`src/rtl/sensor_conditioner.sv`:
```
// rtl/sensor_conditioner.sv - six-channel debounced hysteresis flagger with starvation watchdog
//
// Purpose: turns six raw ADC sample streams into debounced 1-bit event flags with
// hysteresis, and forces the fail-safe PPG flag when samples stop arriving.
// Ports:
//   clk, reset                 rising-edge clock, asynchronous active-high reset
//   sample_valid               one-cycle strobe, all six *_raw inputs carry a new sample
//   imu/accel/fsr/emg/flex_raw channel samples compared against TH_ON/TH_OFF
//   ppg_raw                    PPG sample compared against PPG_TH_ON/PPG_TH_OFF
//   IMU,Accel,FSR,EMG,Flex,PPG registered debounced flags
//   flags_valid                pulses the cycle after each accepted sample
//   stale                      no sample for TIMEOUT_CYC cycles
module sensor_conditioner #(
   parameter int DATA_W      = 10,
   parameter int TH_ON       = 512,
   parameter int TH_OFF      = 448,
   parameter int PPG_TH_ON   = 800,
   parameter int PPG_TH_OFF  = 700,
   parameter int DEB_N       = 3,
   parameter int TIMEOUT_CYC = 1000
) (
   input  logic              clk,
   input  logic              reset,
   input  logic              sample_valid,
   input  logic [DATA_W-1:0] imu_raw,
   input  logic [DATA_W-1:0] accel_raw,
   input  logic [DATA_W-1:0] fsr_raw,
   input  logic [DATA_W-1:0] emg_raw,
   input  logic [DATA_W-1:0] flex_raw,
   input  logic [DATA_W-1:0] ppg_raw,
   output logic              IMU,
   output logic              Accel,
   output logic              FSR,
   output logic              EMG,
   output logic              Flex,
   output logic              PPG,
   output logic              flags_valid,
   output logic              stale
);

   localparam int NCH  = 6;
   localparam int PPG_CH = 5;
   localparam int CW   = $clog2(DEB_N + 1);
   localparam int WD_W = $clog2(TIMEOUT_CYC + 1);

   localparam logic [1:0] ST_IDLE      = 2'd0;
   localparam logic [1:0] ST_ARMING    = 2'd1;
   localparam logic [1:0] ST_ACTIVE    = 2'd2;
   localparam logic [1:0] ST_RELEASING = 2'd3;

   localparam logic [DATA_W-1:0] ON_W      = DATA_W'(TH_ON);
   localparam logic [DATA_W-1:0] OFF_W     = DATA_W'(TH_OFF);
   localparam logic [DATA_W-1:0] PPG_ON_W  = DATA_W'(PPG_TH_ON);
   localparam logic [DATA_W-1:0] PPG_OFF_W = DATA_W'(PPG_TH_OFF);
   localparam logic [CW-1:0]     DEB_W     = CW'(DEB_N);
   localparam logic [CW-1:0]     CNT_MAX   = {CW{1'b1}};
   localparam logic [WD_W-1:0]   TO_W      = WD_W'(TIMEOUT_CYC);
   localparam logic [WD_W-1:0]   TO_M1_W   = WD_W'(TIMEOUT_CYC - 1);

   logic [DATA_W-1:0] raw [NCH];
   logic [NCH-1:0]    above;
   logic [NCH-1:0]    below;

   logic [1:0]      state_q [NCH];
   logic [1:0]      state_d [NCH];
   logic [CW-1:0]   cnt_q   [NCH];
   logic [CW-1:0]   cnt_d   [NCH];
   logic [NCH-1:0]  flag_q, flag_d;
   logic            flags_valid_q, flags_valid_d;
   logic            stale_q, stale_d;
   logic [WD_W-1:0] wd_q, wd_d;

   assign raw[0] = imu_raw;
   assign raw[1] = accel_raw;
   assign raw[2] = fsr_raw;
   assign raw[3] = emg_raw;
   assign raw[4] = flex_raw;
   assign raw[5] = ppg_raw;

   always_comb begin
      for (int i = 0; i < NCH; i++) begin
         if (i == PPG_CH) begin
            above[i] = raw[i] >= PPG_ON_W;
            below[i] = raw[i] <  PPG_OFF_W;
         end else begin
            above[i] = raw[i] >= ON_W;
            below[i] = raw[i] <  OFF_W;
         end
      end
   end

   always_comb begin
      logic [1:0]    cur;
      logic [CW-1:0] c;
      logic [CW-1:0] c_inc;
      cur           = ST_IDLE;
      c             = '0;
      c_inc         = '0;
      stale_d       = stale_q;
      wd_d          = wd_q;
      flags_valid_d = 1'b0;
      for (int i = 0; i < NCH; i++) begin
         state_d[i] = state_q[i];
         cnt_d[i]   = cnt_q[i];
      end

      if (sample_valid) begin
         // A sample always wins over the watchdog, even on the timeout edge.
         wd_d          = '0;
         stale_d       = 1'b0;
         flags_valid_d = 1'b1;
         for (int i = 0; i < NCH; i++) begin
            // The recovery sample is evaluated as if the channel were idle.
            cur   = stale_q ? ST_IDLE : state_q[i];
            c     = stale_q ? '0 : cnt_q[i];
            c_inc = (c == CNT_MAX) ? c : c + 1'b1;
            case (cur)
               ST_IDLE: begin
                  if (above[i]) begin
                     state_d[i] = (DEB_N == 1) ? ST_ACTIVE : ST_ARMING;
                     cnt_d[i]   = (DEB_N == 1) ? '0 : CW'(1);
                  end else begin
                     state_d[i] = ST_IDLE;
                     cnt_d[i]   = '0;
                  end
               end
               ST_ARMING: begin
                  if (above[i] && c_inc >= DEB_W) begin
                     state_d[i] = ST_ACTIVE;
                     cnt_d[i]   = '0;
                  end else if (above[i]) begin
                     state_d[i] = ST_ARMING;
                     cnt_d[i]   = c_inc;
                  end else begin
                     state_d[i] = ST_IDLE;
                     cnt_d[i]   = '0;
                  end
               end
               ST_ACTIVE: begin
                  if (below[i]) begin
                     state_d[i] = (DEB_N == 1) ? ST_IDLE : ST_RELEASING;
                     cnt_d[i]   = (DEB_N == 1) ? '0 : CW'(1);
                  end else begin
                     state_d[i] = ST_ACTIVE;
                     cnt_d[i]   = '0;
                  end
               end
               default: begin
                  if (below[i] && c_inc >= DEB_W) begin
                     state_d[i] = ST_IDLE;
                     cnt_d[i]   = '0;
                  end else if (below[i]) begin
                     state_d[i] = ST_RELEASING;
                     cnt_d[i]   = c_inc;
                  end else begin
                     state_d[i] = ST_ACTIVE;
                     cnt_d[i]   = '0;
                  end
               end
            endcase
         end
      end else begin
         if (wd_q < TO_W) begin
            wd_d = wd_q + 1'b1;
         end
         if (wd_q == TO_M1_W) begin
            stale_d = 1'b1;
         end
         if (stale_d) begin
            for (int i = 0; i < NCH; i++) begin
               state_d[i] = ST_IDLE;
               cnt_d[i]   = '0;
            end
         end
      end

      for (int i = 0; i < NCH; i++) begin
         flag_d[i] = (state_d[i] == ST_ACTIVE) || (state_d[i] == ST_RELEASING);
      end
      // Fail-safe: heat-only mode while starved of samples.
      if (stale_d) begin
         flag_d = 6'b100000;
      end
   end

   always_ff @(posedge clk or posedge reset) begin
      if (reset) begin
         for (int i = 0; i < NCH; i++) begin
            state_q[i] <= ST_IDLE;
            cnt_q[i]   <= '0;
         end
         flag_q        <= '0;
         flags_valid_q <= 1'b0;
         stale_q       <= 1'b0;
         wd_q          <= '0;
      end else begin
         for (int i = 0; i < NCH; i++) begin
            state_q[i] <= state_d[i];
            cnt_q[i]   <= cnt_d[i];
         end
         flag_q        <= flag_d;
         flags_valid_q <= flags_valid_d;
         stale_q       <= stale_d;
         wd_q          <= wd_d;
      end
   end

   assign IMU         = flag_q[0];
   assign Accel       = flag_q[1];
   assign FSR         = flag_q[2];
   assign EMG         = flag_q[3];
   assign Flex        = flag_q[4];
   assign PPG         = flag_q[5];
   assign flags_valid = flags_valid_q;
   assign stale       = stale_q;

endmodule
```
`config.mk`:
```
export PLATFORM = sky130hd
export DESIGN_NAME = sensor_conditioner
export DESIGN_NICKNAME = d
export VERILOG_FILES = /design/src/rtl/sensor_conditioner.sv
export SDC_FILE = /design/constraint.sdc
export NUM_CORES = 1
export LEC_CHECK = 0
export BUFFER_PORTS_ARGS = -buffer_cell sky130_fd_sc_hd__buf_2
export CAP_MARGIN = 20
export CORE_MARGIN = 2
export CORE_UTILIZATION = 55
export DETAILED_ROUTE_END_ITERATION = 16
export PLACE_DENSITY = 0.95
export SETUP_SLACK_MARGIN = 0.4
export SLEW_MARGIN = 25
export SYNTH_ARGS = -nofsm -noshare
export SYNTH_HDL_FRONTEND = slang
export SYNTH_SLANG_ARGS = --single-unit
```
`constraint.sdc`:
```
create_clock -name clk -period 3 [get_ports clk]
set_input_delay 0.6 -clock clk [delete_from_list [all_inputs] [get_ports clk]]
set_output_delay 0.6 -clock clk [all_outputs]
set_load 0.02 [all_outputs]
```
# ---- Word-level counts from Yosys, hierarchy flattened
# Cells that the tools add are included.
dict set report classes {
  order_cmp 19
  n_reduce_logical 26
  n_eq_ne 31
  n_mux 95
  addsub 7
}
# cell count
set ops {}
lappend ops {{2-bit 2-to-1 mux} 54}
lappend ops {{2-bit case mux with 3 select lines} 12}
lappend ops {{10-bit >= comparator (second input constant)} 6}
lappend ops {{10-bit by 9-bit < comparator with 1-bit output (second input constant)} 5}
lappend ops {{2-bit equality test (second input constant)} 24}
lappend ops {{12-bit 2-to-1 mux} 4}
lappend ops {{1-bit 2-to-1 mux} 22}
lappend ops {{10-bit < comparator (second input constant)} 2}
lappend ops {{10-bit 2-to-1 mux} 2}
lappend ops {{2-bit by 1-bit adder with 2-bit output (second input constant)} 6}
lappend ops {{2-bit by 1-bit equality test with 1-bit output (second input constant)} 6}
lappend ops {{2-bit >= comparator (second input constant)} 6}
lappend ops {{1-bit logical AND} 12}
lappend ops {{2-bit zero test} 6}
lappend ops {{10-bit by 1-bit adder with 10-bit output (second input constant)} 1}
lappend ops {{10-bit equality test (second input constant)} 1}
lappend ops {{1-bit logical OR} 6}
lappend ops {{6-bit 2-to-1 mux} 1}
lappend ops {{2-bit nonzero test} 2}
dict set report totals {
  in_bits 63
  wordCells 194
  regBits 42
}

# ---- Depth between registers and ports, before layout
# Gate-level depths: netlist of the first run.
dict set report logic_depth {
  ltp_word 11
  depth_mapped 6
}

# ---- Least setup slack after synthesis of the first run
# Ideal clock, no wire load.
dict set report synth_timing {
  path_type {input to register}
  from {in ppg_raw[6]}
  to {reg state_q[0] (netlist name)}
  slack_ns 1.188
  t_arrival_ns 1.686
  stages 4
  cell_sequence {o311ai_0 or4_1 o41ai_1 a221o_1}
}
# element line_no
set synth_lines {}
lappend synth_lines {{start, declared} 30} ;# input logic [DATA_W-1:0] ppg_raw,
lappend synth_lines {{end signal, assigned by index} 198} ;# state_q[i] <= state_d[i];
lappend synth_lines {{end, declared} 64} ;# logic [1:0] state_q [NCH];

# ---- Worst setup path in the final report of the first run
dict set report layout_timing {
  from {reg stale_q (netlist: stale)}
  to {out stale}
}
# element line_no
set layout_lines {}
lappend layout_lines {{start, declared} 70} ;# logic stale_q, stale_d;
lappend layout_lines {{start signal, assigned} 203} ;# stale_q <= stale_d;
lappend layout_lines {{end, declared} 38} ;# output logic stale
# No word-level cell between the ends.

==> impl_metrics.yaml, run 1 <==
worst_hold_path:
  hold_path_class: "in -> async"
place:
  io_buffer_count: 38
  hpwlAfterDp_mm: 3.43
  place_congestion: 0.781
  placedInstanceArea_um2: 2580
yosys:
  synthSimpleGateAreaFrac_pct: 17.0
  yosysMostFrequentCell: "dfrtp_1"
  ys_async_sr_fraction_pct: 100
  yosys_warnings: 0
  synthCells: 260
  ys.flop_type: "dfrtp_1"
  synth_compound_area_share_pct: 28.8
  synth_area_um2: 2350
  synth.top_cell.area_share_pct: 44.7
  synth_fa_ha_area_share_pct: 0.532
  postSynthAreaPerCell_um2: 9.05
  ys_seq_area_share_pct: 44.7
  synth_top_cell_by_area: "dfrtp_1"
  synth_top_family_by_area: "compound AO/OA/AOI/OAI gates"
  synth_edf_count: 0
  syn-num-nets: 324
  synth.mux.area_fraction_pct: 2.18
  synth_cell_types: 55
  synth-xor-area-share_pct: 2.61
  synthTopCellsByCount: "dfrtp_1 (42), o21ai_0 (28), nand2_1 (27)"
  synth_area_leaders: "dfrtp_1 (45%), o21ai_0 (6.0%), nand2_1 (4.3%), a21oi_1 (3.8%), nor2_1 (3.0%)"
  synth-seq-cells: 42
flow_run:
  cap_violations: 0
timing:
  maxSlewViolCount: 0
  setup_viol: 0
  slew_headroom_pct: 48.2
  finalClockSkew_ns: 0.00580
  grt_setup_unrepaired: "no"
  fin_crit_sh_pct: 67.9
  setup_tns_ns: 0
  worst_slew_pin_slew_ns: 0.777
  hold_viol: 0
  period_minus_slack_ns: 2.04
  clock.fmax_ghz: 0.491
layout:
  fin_area_um2: 2670
  multiInputGateArea_um2: 1200
  fillers: 313
  drive_above_1_share_pct: 18.1
  final_nets: 361
  area_growth_pct: 13.6
  diodes: 0
  seqCellArea_um2: 1050
setup_path:
  rr_endpoint: "state_q[3]"
  crit_path_cell_trace: "buf_2"
  start_kind: "flip-flop"
  cpLargestDelayFamily: "flip-flops"
  crit_fanout: 26
  worstPathArrival_ns: 1.44
  crit_path_max_incr_delay_ns: 0.85
  rrSetupSlack_ns: 0.98
  r2r_start: "stale"
  critPathBufInv: 1
  required_ns: 2.40
  cpMaxStageDelayCell: "dfrtp_1"
  reg2reg_depth: 5
  cp-end-kind: "output port"
  critPathKind: "reg -> out"
die:
  start_util_pct: 58.0
  die_w_um: 69.4
  die_h_um: 69.4
  row_count: 23
  core_um2: 4060
  num_io_pins: 71
  dieArea_um2: 4820
routing:
  drt_wl_total_mm: 4.98
  viasPerCell: 6.09
  routedWlPerCell_um: 14.3
  route.detailed.drc: 0
  drt_pre_antenna_iters: 4
  via_count: 2121
  drtIter0Drc: 144
  ant_nets: 0
power:
  p_leak_nw: 1.20
  p_per_area_nw_per_um2: 489
  peakVddDrop_mv: 0.224
global_route:
  grt_pass1_vias: 2035
  antenna_found_initial: 0
  grt-ovfl-total: 0
  grt_pass1_wl_mm: 8.69
  globalRouteTotalUtil_pct: 21.8
  grt_max_degree: 43
clocking:
  numCtsBuffers: 5
  cts_sinks: 42
  path_clk_slew_ns: 0.08
  cts_hold_buffers: 0
  post_cts_resized: 0
  root_buffer: "clkbuf_8"
  postCtsSetupRepairBufs: 0
  clkLatencyLatePin_ns: 0.29
  cts_buffer_depth: 2
  htreeDepth: 2
  cts_tree: "yes"
run_status:
  outcome: "complete, no violations"
## area by class of cell
| cell class | count | area share, % |
|---|---|---|
| multi-input combinational | 194 | 45.0 |
| sequential | 42 | 39.3 |
| timing repair buffer | 42 | 8.24 |
| clock buffer | 7 | 3.23 |
| tap | 50 | 2.34 |
| inverter | 12 | 1.69 |
| clock inverter | 1 | 0.187 |
## routing by layer
metal	routed length [um]	share of wire [%]	GRT usage, %	vias to the layer above
li1	-	-	-	1046
met1	2230	45	26.7	1017
met2	2470	50	39.3	52
met3	217	4.4	4.65	6
met4	57	1.1	5.01	0
met5	0	0	0	-
## where the power goes
part           switching (W)  leakage (nW)  internal, W  total, W
registers          0.0000703         0.559     0.000615  0.000686
logic               0.000127         0.593     0.000119  0.000247
clock network       0.000189        0.0482     0.000186  0.000375
## metrics by stage
step	util, %	instances	power (W)	hold slack, ns	worst slack [ns]
3_5_place_dp	63.6	340	0.000938	0.517	0.795
2_1_floorplan	-	260	0.000864	0.483	1.19
6_report	65.8	348	0.00131	0.426	0.964
5_1_grt	65.8	348	0.00138	0.475	0.778
4_1_cts	65.8	348	0.00131	0.441	0.984
3_3_place_gp	63.6	340	0.000927	0.509	0.871
## worst max path at each step
stage	from	end	slack, ns	depth (start not counted)
floorplan	ppg_raw[6]	state_q[0]	1.19	4
global placement	sample_valid	cnt_q[7]	0.87	5
detailed placement	ppg_raw[6]	state_q[0]	0.80	5
CTS	stale	stale	0.98	1
global route	stale	state_q[3]	0.78	5
finish	stale	stale	0.96	1
## sequential cells by signal, summed over array words and instances, names as in the netlist
register and count:
cnt_q 12, flag_q 6, flags_valid 1, stale 1, state_q 12, wd_q 10
## kinds of logic (layout without fill, tap and decap cells)
kind of cell / after synthesis / count (layout)
simple gates: 81 / 81
mux: 5 / 5
flops: 42 / 42
compound gates: 100 / 100
buf+inv: 24 / 62
xor+xnor: 7 / 7
fa+ha+maj: 1 / 1
## cells in the final DEF, fill, tap and decap left out, drive strengths merged, types with 4 or more instances in the layout
| cell | instances |
|---|---|
| o21ai | 28 |
| a31oi | 9 |
| nand3 | 9 |
| buf | 42 |
| clkbuf | 7 |
| o41ai | 7 |
| a22o | 8 |
| a21o | 5 |
| inv | 12 |
| nand2 | 27 |
| nor2b | 4 |
| mux2i | 4 |
| a21oi | 18 |
| nor2 | 19 |
| dfrtp | 42 |
| xnor2 | 6 |
Power figures use the tool's default switching activity.
==> run 2: changes to the inputs <==
--- a/config.mk
+++ b/config.mk
@@ -5,12 +5,13 @@
 export SDC_FILE = /design/constraint.sdc
 export NUM_CORES = 1
 export LEC_CHECK = 0
+export ABC_AREA = 1
 export BUFFER_PORTS_ARGS = -buffer_cell sky130_fd_sc_hd__buf_2
 export CAP_MARGIN = 20
 export CORE_MARGIN = 2
-export CORE_UTILIZATION = 55
+export CORE_UTILIZATION = 53
 export DETAILED_ROUTE_END_ITERATION = 16
-export PLACE_DENSITY = 0.95
+export PLACE_DENSITY = 0.92
 export SETUP_SLACK_MARGIN = 0.4
 export SLEW_MARGIN = 25
 export SYNTH_ARGS = -nofsm -noshare
==> constraint.sdc (replaced) <==
create_clock -name clk -period 2 [get_ports clk]
set_input_delay 0.4 -clock clk [delete_from_list [all_inputs] [get_ports clk]]
set_output_delay 0.4 -clock clk [all_outputs]
set_load 0.02 [all_outputs]
==> impl_metrics.yaml, run 2 <==
timing:
  finalClockSkew_ns: 0.00986
  slew_headroom_pct: 65.2
  clock.fmax_ghz: 0.664
  period_minus_slack_ns: 1.50
  grt_setup_unrepaired: "no"
  worst_slew_pin_slew_ns: 0.522
  fin_crit_sh_pct: 75.2
  setup_tns_ns: 0
  hold_viol: 0
  setup_viol: 0
  maxSlewViolCount: 0
setup_path:
  start_kind: "flip-flop"
  required_ns: 2.24
  crit_path_max_incr_delay_ns: 0.44
  cp-end-kind: "flip-flop"
  crit_path_cell_trace: "ha_4 -> nand2_2 -> nor2_2 -> nand4_2 -> nand2_2 -> nor2_4 -> clkbuf_16 -> nand2_1 -> nand2_1"
  reg2reg_depth: 9
  crit_fanout: 11
  cpMaxStageDelayCell: "dfrtp_1"
  r2r_start: "wd_q[0]"
  crit_end: "cnt_q[0]"
  rr_endpoint: "cnt_q[0]"
  critPathKind: "reg -> reg"
  worstSetupStartpoint: "wd_q[0]"
  worstPathArrival_ns: 1.74
  rrSetupSlack_ns: 0.50
worst_hold_path:
  hold_path_class: "in -> async"
power:
  p_per_area_nw_per_um2: 967
  peakVddDrop_mv: 0.692
  p_leak_nw: 1.74
place:
  place_inst: 490
  hpwlAfterDp_mm: 4.10
  io_buffer_count: 38
  place_congestion: 0.902
run_status:
  outcome: "complete, no violations"
routing:
  via_count: 2607
  drt_wl_total_mm: 6.02
  route.detailed.drc: 0
  routedWlPerCell_um: 12.0
  ant_nets: 0
  drt_pre_antenna_iters: 4
  viasPerCell: 5.21
  drtIter0Drc: 266
layout:
  layout_common_cells: "nand2_1 (127), nor2_1 (42), dfrtp_1 (41)"
  final_nets: 493
  seqCellArea_um2: 1050
  final_common_cell: "nand2_1"
  drive_above_1_share_pct: 20.7
  diodes: 0
  area_growth_pct: 15.1
  fillers: 427
  multiInputGateArea_um2: 1420
  reg_top3: "cnt_q: 12 flops, state_q: 12 flops, wd_q: 10 flops"
  final_cells: 500
die:
  die_w_um: 75.6
  die_h_um: 75.6
  start_util_pct: 53.9
  dieArea_um2: 5720
  core_um2: 5040
  row_count: 26
  num_io_pins: 71
yosys:
  synth_top_cell_by_area: "dfrtp_1"
  ys_async_sr_fraction_pct: 100
  synth_cell_types: 31
  synth.top_cell.area_share_pct: 38.7
  postSynthAreaPerCell_um2: 7.06
  synthTopCellsByCount: "nand2_1 (127), dfrtp_1 (42), nor2_1 (42)"
  synth-seq-cells: 42
  synth_edf_count: 0
  syn-num-nets: 449
  yosys_warnings: 0
  ys.flop_type: "dfrtp_1"
  ys_seq_area_share_pct: 38.7
  synth_area_leaders: "dfrtp_1 (39%), nand2_1 (18%), nand3_1 (6.4%), nor2_1 (5.8%), inv_1 (5.1%)"
  synthCells: 385
  yosysMostFrequentCell: "nand2_1"
  synth_area_um2: 2720
global_route:
  grt-ovfl-total: 0
  grt_pass1_wl_mm: 9.78
  grt_pass1_vias: 2336
  grt_max_degree: 43
  antenna_found_initial: 0
  globalRouteTotalUtil_pct: 22.2
clocking:
  clkLatencyLatePin_ns: 0.30
  cts_tree: "yes"
  path_clk_slew_ns: 0.09
  cts_hold_buffers: 0
  cts_buffer_depth: 2
  root_buffer: "clkbuf_8"
  cts_sinks: 42
  numCtsBuffers: 5
  htreeDepth: 2
flow_run:
  cap_violations: 0
-- run 2: changes by cell type in the layout (fill, tap and decap cells not counted), sizes merged, moves of 7 or more --
cell   previous run  this run
nand2            27       146
inv              12        41
o41ai             7         0
a31oi             9         0
nor2             19        48
nand3             9        37
a22o              8         0
-- run 2: worst min path at each step --
| stage | from | endpoint | slack [ns] |
|---|---|---|---|
| after global routing | reset | flag_q[4] | 0.28 |
| after CTS | reset | flag_q[4] | 0.25 |
| after detailed placement | cnt_q[4] | cnt_q[4] | 0.48 |
| after floorplan | sample_valid | flags_valid | 0.43 |
| final | reset | state_q[8] | 0.23 |
| after global placement | cnt_q[6] | cnt_q[6] | 0.46 |
-- run 2: cells by family (layout without fill, tap and decap cells) --
logic type | Yosys count | count (layout) | share of synthesized area, %
flops | 42 | 42 | 38.7
simple gates | 249 | 249 | 42.6
xor+xnor | 1 | 1 | 0.322
compound gates | 42 | 42 | 8.33
buf+inv | 50 | 95 | 9.58
fa+ha+maj | 1 | 1 | 0.460
-- run 2: layout make-up --
cell class                      instances  area share [%]
Clock buffer                            5            2.20
Clock inverter                          3            1.40
Inverter                               42            5.44
Multi-Input combinational cell        293            45.4
Sequential cell                        42            33.7
Tap cell                               70            2.80
Timing Repair Buffer                   45            9.12
-- run 2: power breakdown --
group | switching [W] | internal [W] | total [W] | leakage [nW]
clock network | 0.000305 | 0.000374 | 0.000679 | 0.0585
registers | 0.000203 | 0.00107 | 0.00127 | 0.556
logic | 0.000664 | 0.000408 | 0.00107 | 1.13
-- run 2: worst max-delay path, delay by kind of cell, from the launching register on --
| kind | cells | cell delay (ns) |
|---|---|---|
| AND/OR/NAND/NOR | 7 | 0.59 |
| flip-flops | 1 | 0.44 |
| buffers and inverters | 1 | 0.22 |
| adder cells (fa/ha/maj) | 1 | 0.20 |
-- run 2: repair_timing --
item / CTS / global route
gates resized for setup: 1 / 3
cloned: 0 / 1
pin swaps: 0 / 0
buffers inserted: 1 / 0
endpoints found under the setup margin: 5 / 30
-- run 2: per-stage QoR --
| stage | setup WS (ns) | utilization, % | hold slack [ns] | area, um2 | power (W) |
|---|---|---|---|---|---|
| after global placement | 0.426 | 58.5 | 0.464 | 2950 | 0.00227 |
| after global routing | 0.408 | 62.0 | 0.278 | 3130 | 0.00326 |
| after detailed placement | 0.377 | 58.5 | 0.481 | 2950 | 0.00233 |
| after floorplan | 0.621 | - | 0.431 | 2720 | 0.00207 |
| after CTS | 0.460 | 61.2 | 0.248 | 3080 | 0.00301 |
| final | 0.495 | 62.0 | 0.227 | 3130 | 0.00302 |
-- run 2: metal layers --
layer | up-vias | track usage [%] | part of all wire (%)
li1 | 1317 | - | -
met1 | 1197 | 27.7 | 43
met2 | 83 | 38.5 | 50
met3 | 10 | 5.16 | 5.7
met4 | 0 | 6.43 | 1.1
met5 | - | 0 | 0
==> run 3: changes to the inputs <==
--- a/config.mk
+++ b/config.mk
@@ -5,13 +5,13 @@
 export SDC_FILE = /design/constraint.sdc
 export NUM_CORES = 1
 export LEC_CHECK = 0
-export ABC_AREA = 1
+export ABC_AREA = 0
 export BUFFER_PORTS_ARGS = -buffer_cell sky130_fd_sc_hd__buf_2
 export CAP_MARGIN = 20
 export CORE_MARGIN = 2
-export CORE_UTILIZATION = 53
+export CORE_UTILIZATION = 51
 export DETAILED_ROUTE_END_ITERATION = 16
-export PLACE_DENSITY = 0.92
+export PLACE_DENSITY = 0.91
 export SETUP_SLACK_MARGIN = 0.4
 export SLEW_MARGIN = 25
 export SYNTH_ARGS = -nofsm -noshare
==> constraint.sdc (replaced) <==
create_clock -name clk -period 1.4 [get_ports clk]
set_input_delay 0.28 -clock clk [delete_from_list [all_inputs] [get_ports clk]]
set_output_delay 0.28 -clock clk [all_outputs]
set_load 0.02 [all_outputs]
==> impl_metrics.yaml, run 3 (synthesis gave the netlist of run 1 again) <==
clocking:
  cts_buffer_depth: 2
  root_buffer: "clkbuf_8"
  cts_sinks: 42
  cts_tree: "yes"
  path_clk_slew_ns: 0.09
  clkLatencyLatePin_ns: 0.31
  numCtsBuffers: 5
  htreeDepth: 2
layout:
  reg_top3: "cnt_q: 12 flops, state_q: 12 flops, wd_q: 10 flops"
  final_cells: 395
  fin_area_um2: 3370
  final_nets: 406
  final_common_cell: "dfrtp_1"
  diodes: 0
  drive_above_1_share_pct: 38.5
  layout_common_cells: "dfrtp_1 (41), buf_4 (38), buf_2 (30)"
  area_growth_pct: 43.5
setup_path:
  rr_endpoint: "cnt_q[1]"
  reg2reg_depth: 7
  worstSetupStartpoint: "wd_q[1]"
  start_kind: "flip-flop"
  required_ns: 1.61
  worstPathArrival_ns: 1.89
  rrSetupSlack_ns: -0.28
  r2r_start: "wd_q[1]"
  critPathKind: "reg -> reg"
  cp-end-kind: "flip-flop"
  crit_end: "cnt_q[1]"
  crit_fanout: 7
die:
  core_um2: 4380
  num_io_pins: 71
  row_count: 24
  start_util_pct: 53.7
  dieArea_um2: 5170
  die_h_um: 71.9
  die_w_um: 71.9
timing:
  hold_viol: 0
  clock.fmax_ghz: 0.597
  grt_setup_unrepaired: "yes"
  setup_tns_ns: -6.30
  period_minus_slack_ns: 1.68
  finalClockSkew_ns: 0.0136
  setup_viol: 36
  fin_crit_sh_pct: 120
  fin_ws_ns: -0.276
  worst_slew_pin_slew_ns: 0.387
  maxSlewViolCount: 0
  slew_headroom_pct: 73.5
  holdWs_ns: 0.264
place:
  place_congestion: 0.787
  hpwlAfterDp_mm: 4.08
  place_inst: 373
  io_buffer_count: 38
  placedInstanceArea_um2: 2860
global_route:
  grt_pass1_wl_mm: 10.9
  globalRouteTotalUtil_pct: 27.5
  antenna_found_initial: 0
  grt_pass1_vias: 2316
  grt_max_degree: 32
  grt-ovfl-total: 0
routing:
  drtIter0Drc: 341
  ant_nets: 0
  drt_pre_antenna_iters: 5
  route.detailed.drc: 0
  viasPerCell: 6.39
  routedWlPerCell_um: 19.1
  via_count: 2524
  drt_wl_total_mm: 7.56
power:
  p_leak_nw: 1.51
  finalPower_w: 0.00318
  peakVddDrop_mv: 0.576
  p_per_area_nw_per_um2: 943
worst_hold_path:
  hold_path_class: "in -> reg"
run_status:
  outcome: "finished with violations"
  violations: "negative setup slack"
flow_run:
  cap_violations: 0
==> run 3: where the power goes <==
part	internal [W]	switching (W)	leakage (nW)
combinational	0.000349	0.000349	0.893
clock	0.000526	0.000466	0.0579
sequential	0.00132	0.000175	0.557
==> run 3: per-stage QoR <==
stage | utilization [%] | setup WS [ns]
floorplan | - | -0.190
finish | 77.0 | -0.276
CTS | 74.1 | -0.217
global placement | 65.2 | -0.152
detailed placement | 65.2 | -0.223
global route | 77.0 | -0.334
==> run 3: per-layer routing <==
layer / global-route usage (%) / vias up / part of all wire, %
met2: 47.4 / 140 / 51
met5: 0 / - / 0
met4: 13.4 / 0 / 4.2
li1: - / 1129 / -
met3: 5.28 / 37 / 6.7
met1: 32.9 / 1218 / 38
==> run 3: timing repair <==
item,CTS,global route
gates cloned,1,0
hold buffers,1,0
resized for setup,54,22
pin swaps,26,15
hold endpoints to repair,11,0
setup endpoints to repair,49,78
setup buffers,8,4
==> run 3: worst min path at each step <==
stage                       from          to  slack [ns]  cells past startpoint
finish                imu_raw[9]   flag_q[0]        0.26                      3
detailed placement         reset  state_q[4]        0.26                      2
global route          imu_raw[9]   flag_q[0]        0.29                      3
floorplan                  reset    cnt_q[0]        0.27                      1
CTS                 accel_raw[9]  state_q[9]        0.28                      3
global placement           reset    cnt_q[5]        0.25                      2
==> run 3: layout make-up <==
type / count / area, um2
clock buffers: 5 / 68.8
clock inverters: 3 / 40.0
fillers: 271 / 1010
inverters: 12 / 48.8
multi-input cells: 194 / 1440
flip-flops and latches: 42 / 1050
well taps: 52 / 65.1
repair buffers: 87 / 661
==> run 3: critical path: stages, from the launching register on <==
cell	delay [ns]
dfrtp_1	0.39
ha_2	0.20
nor4bb_4	0.16
a311oi_4	0.41
buf_6	0.20
buf_4	0.12
nand2_2	0.05
o31ai_2	0.08
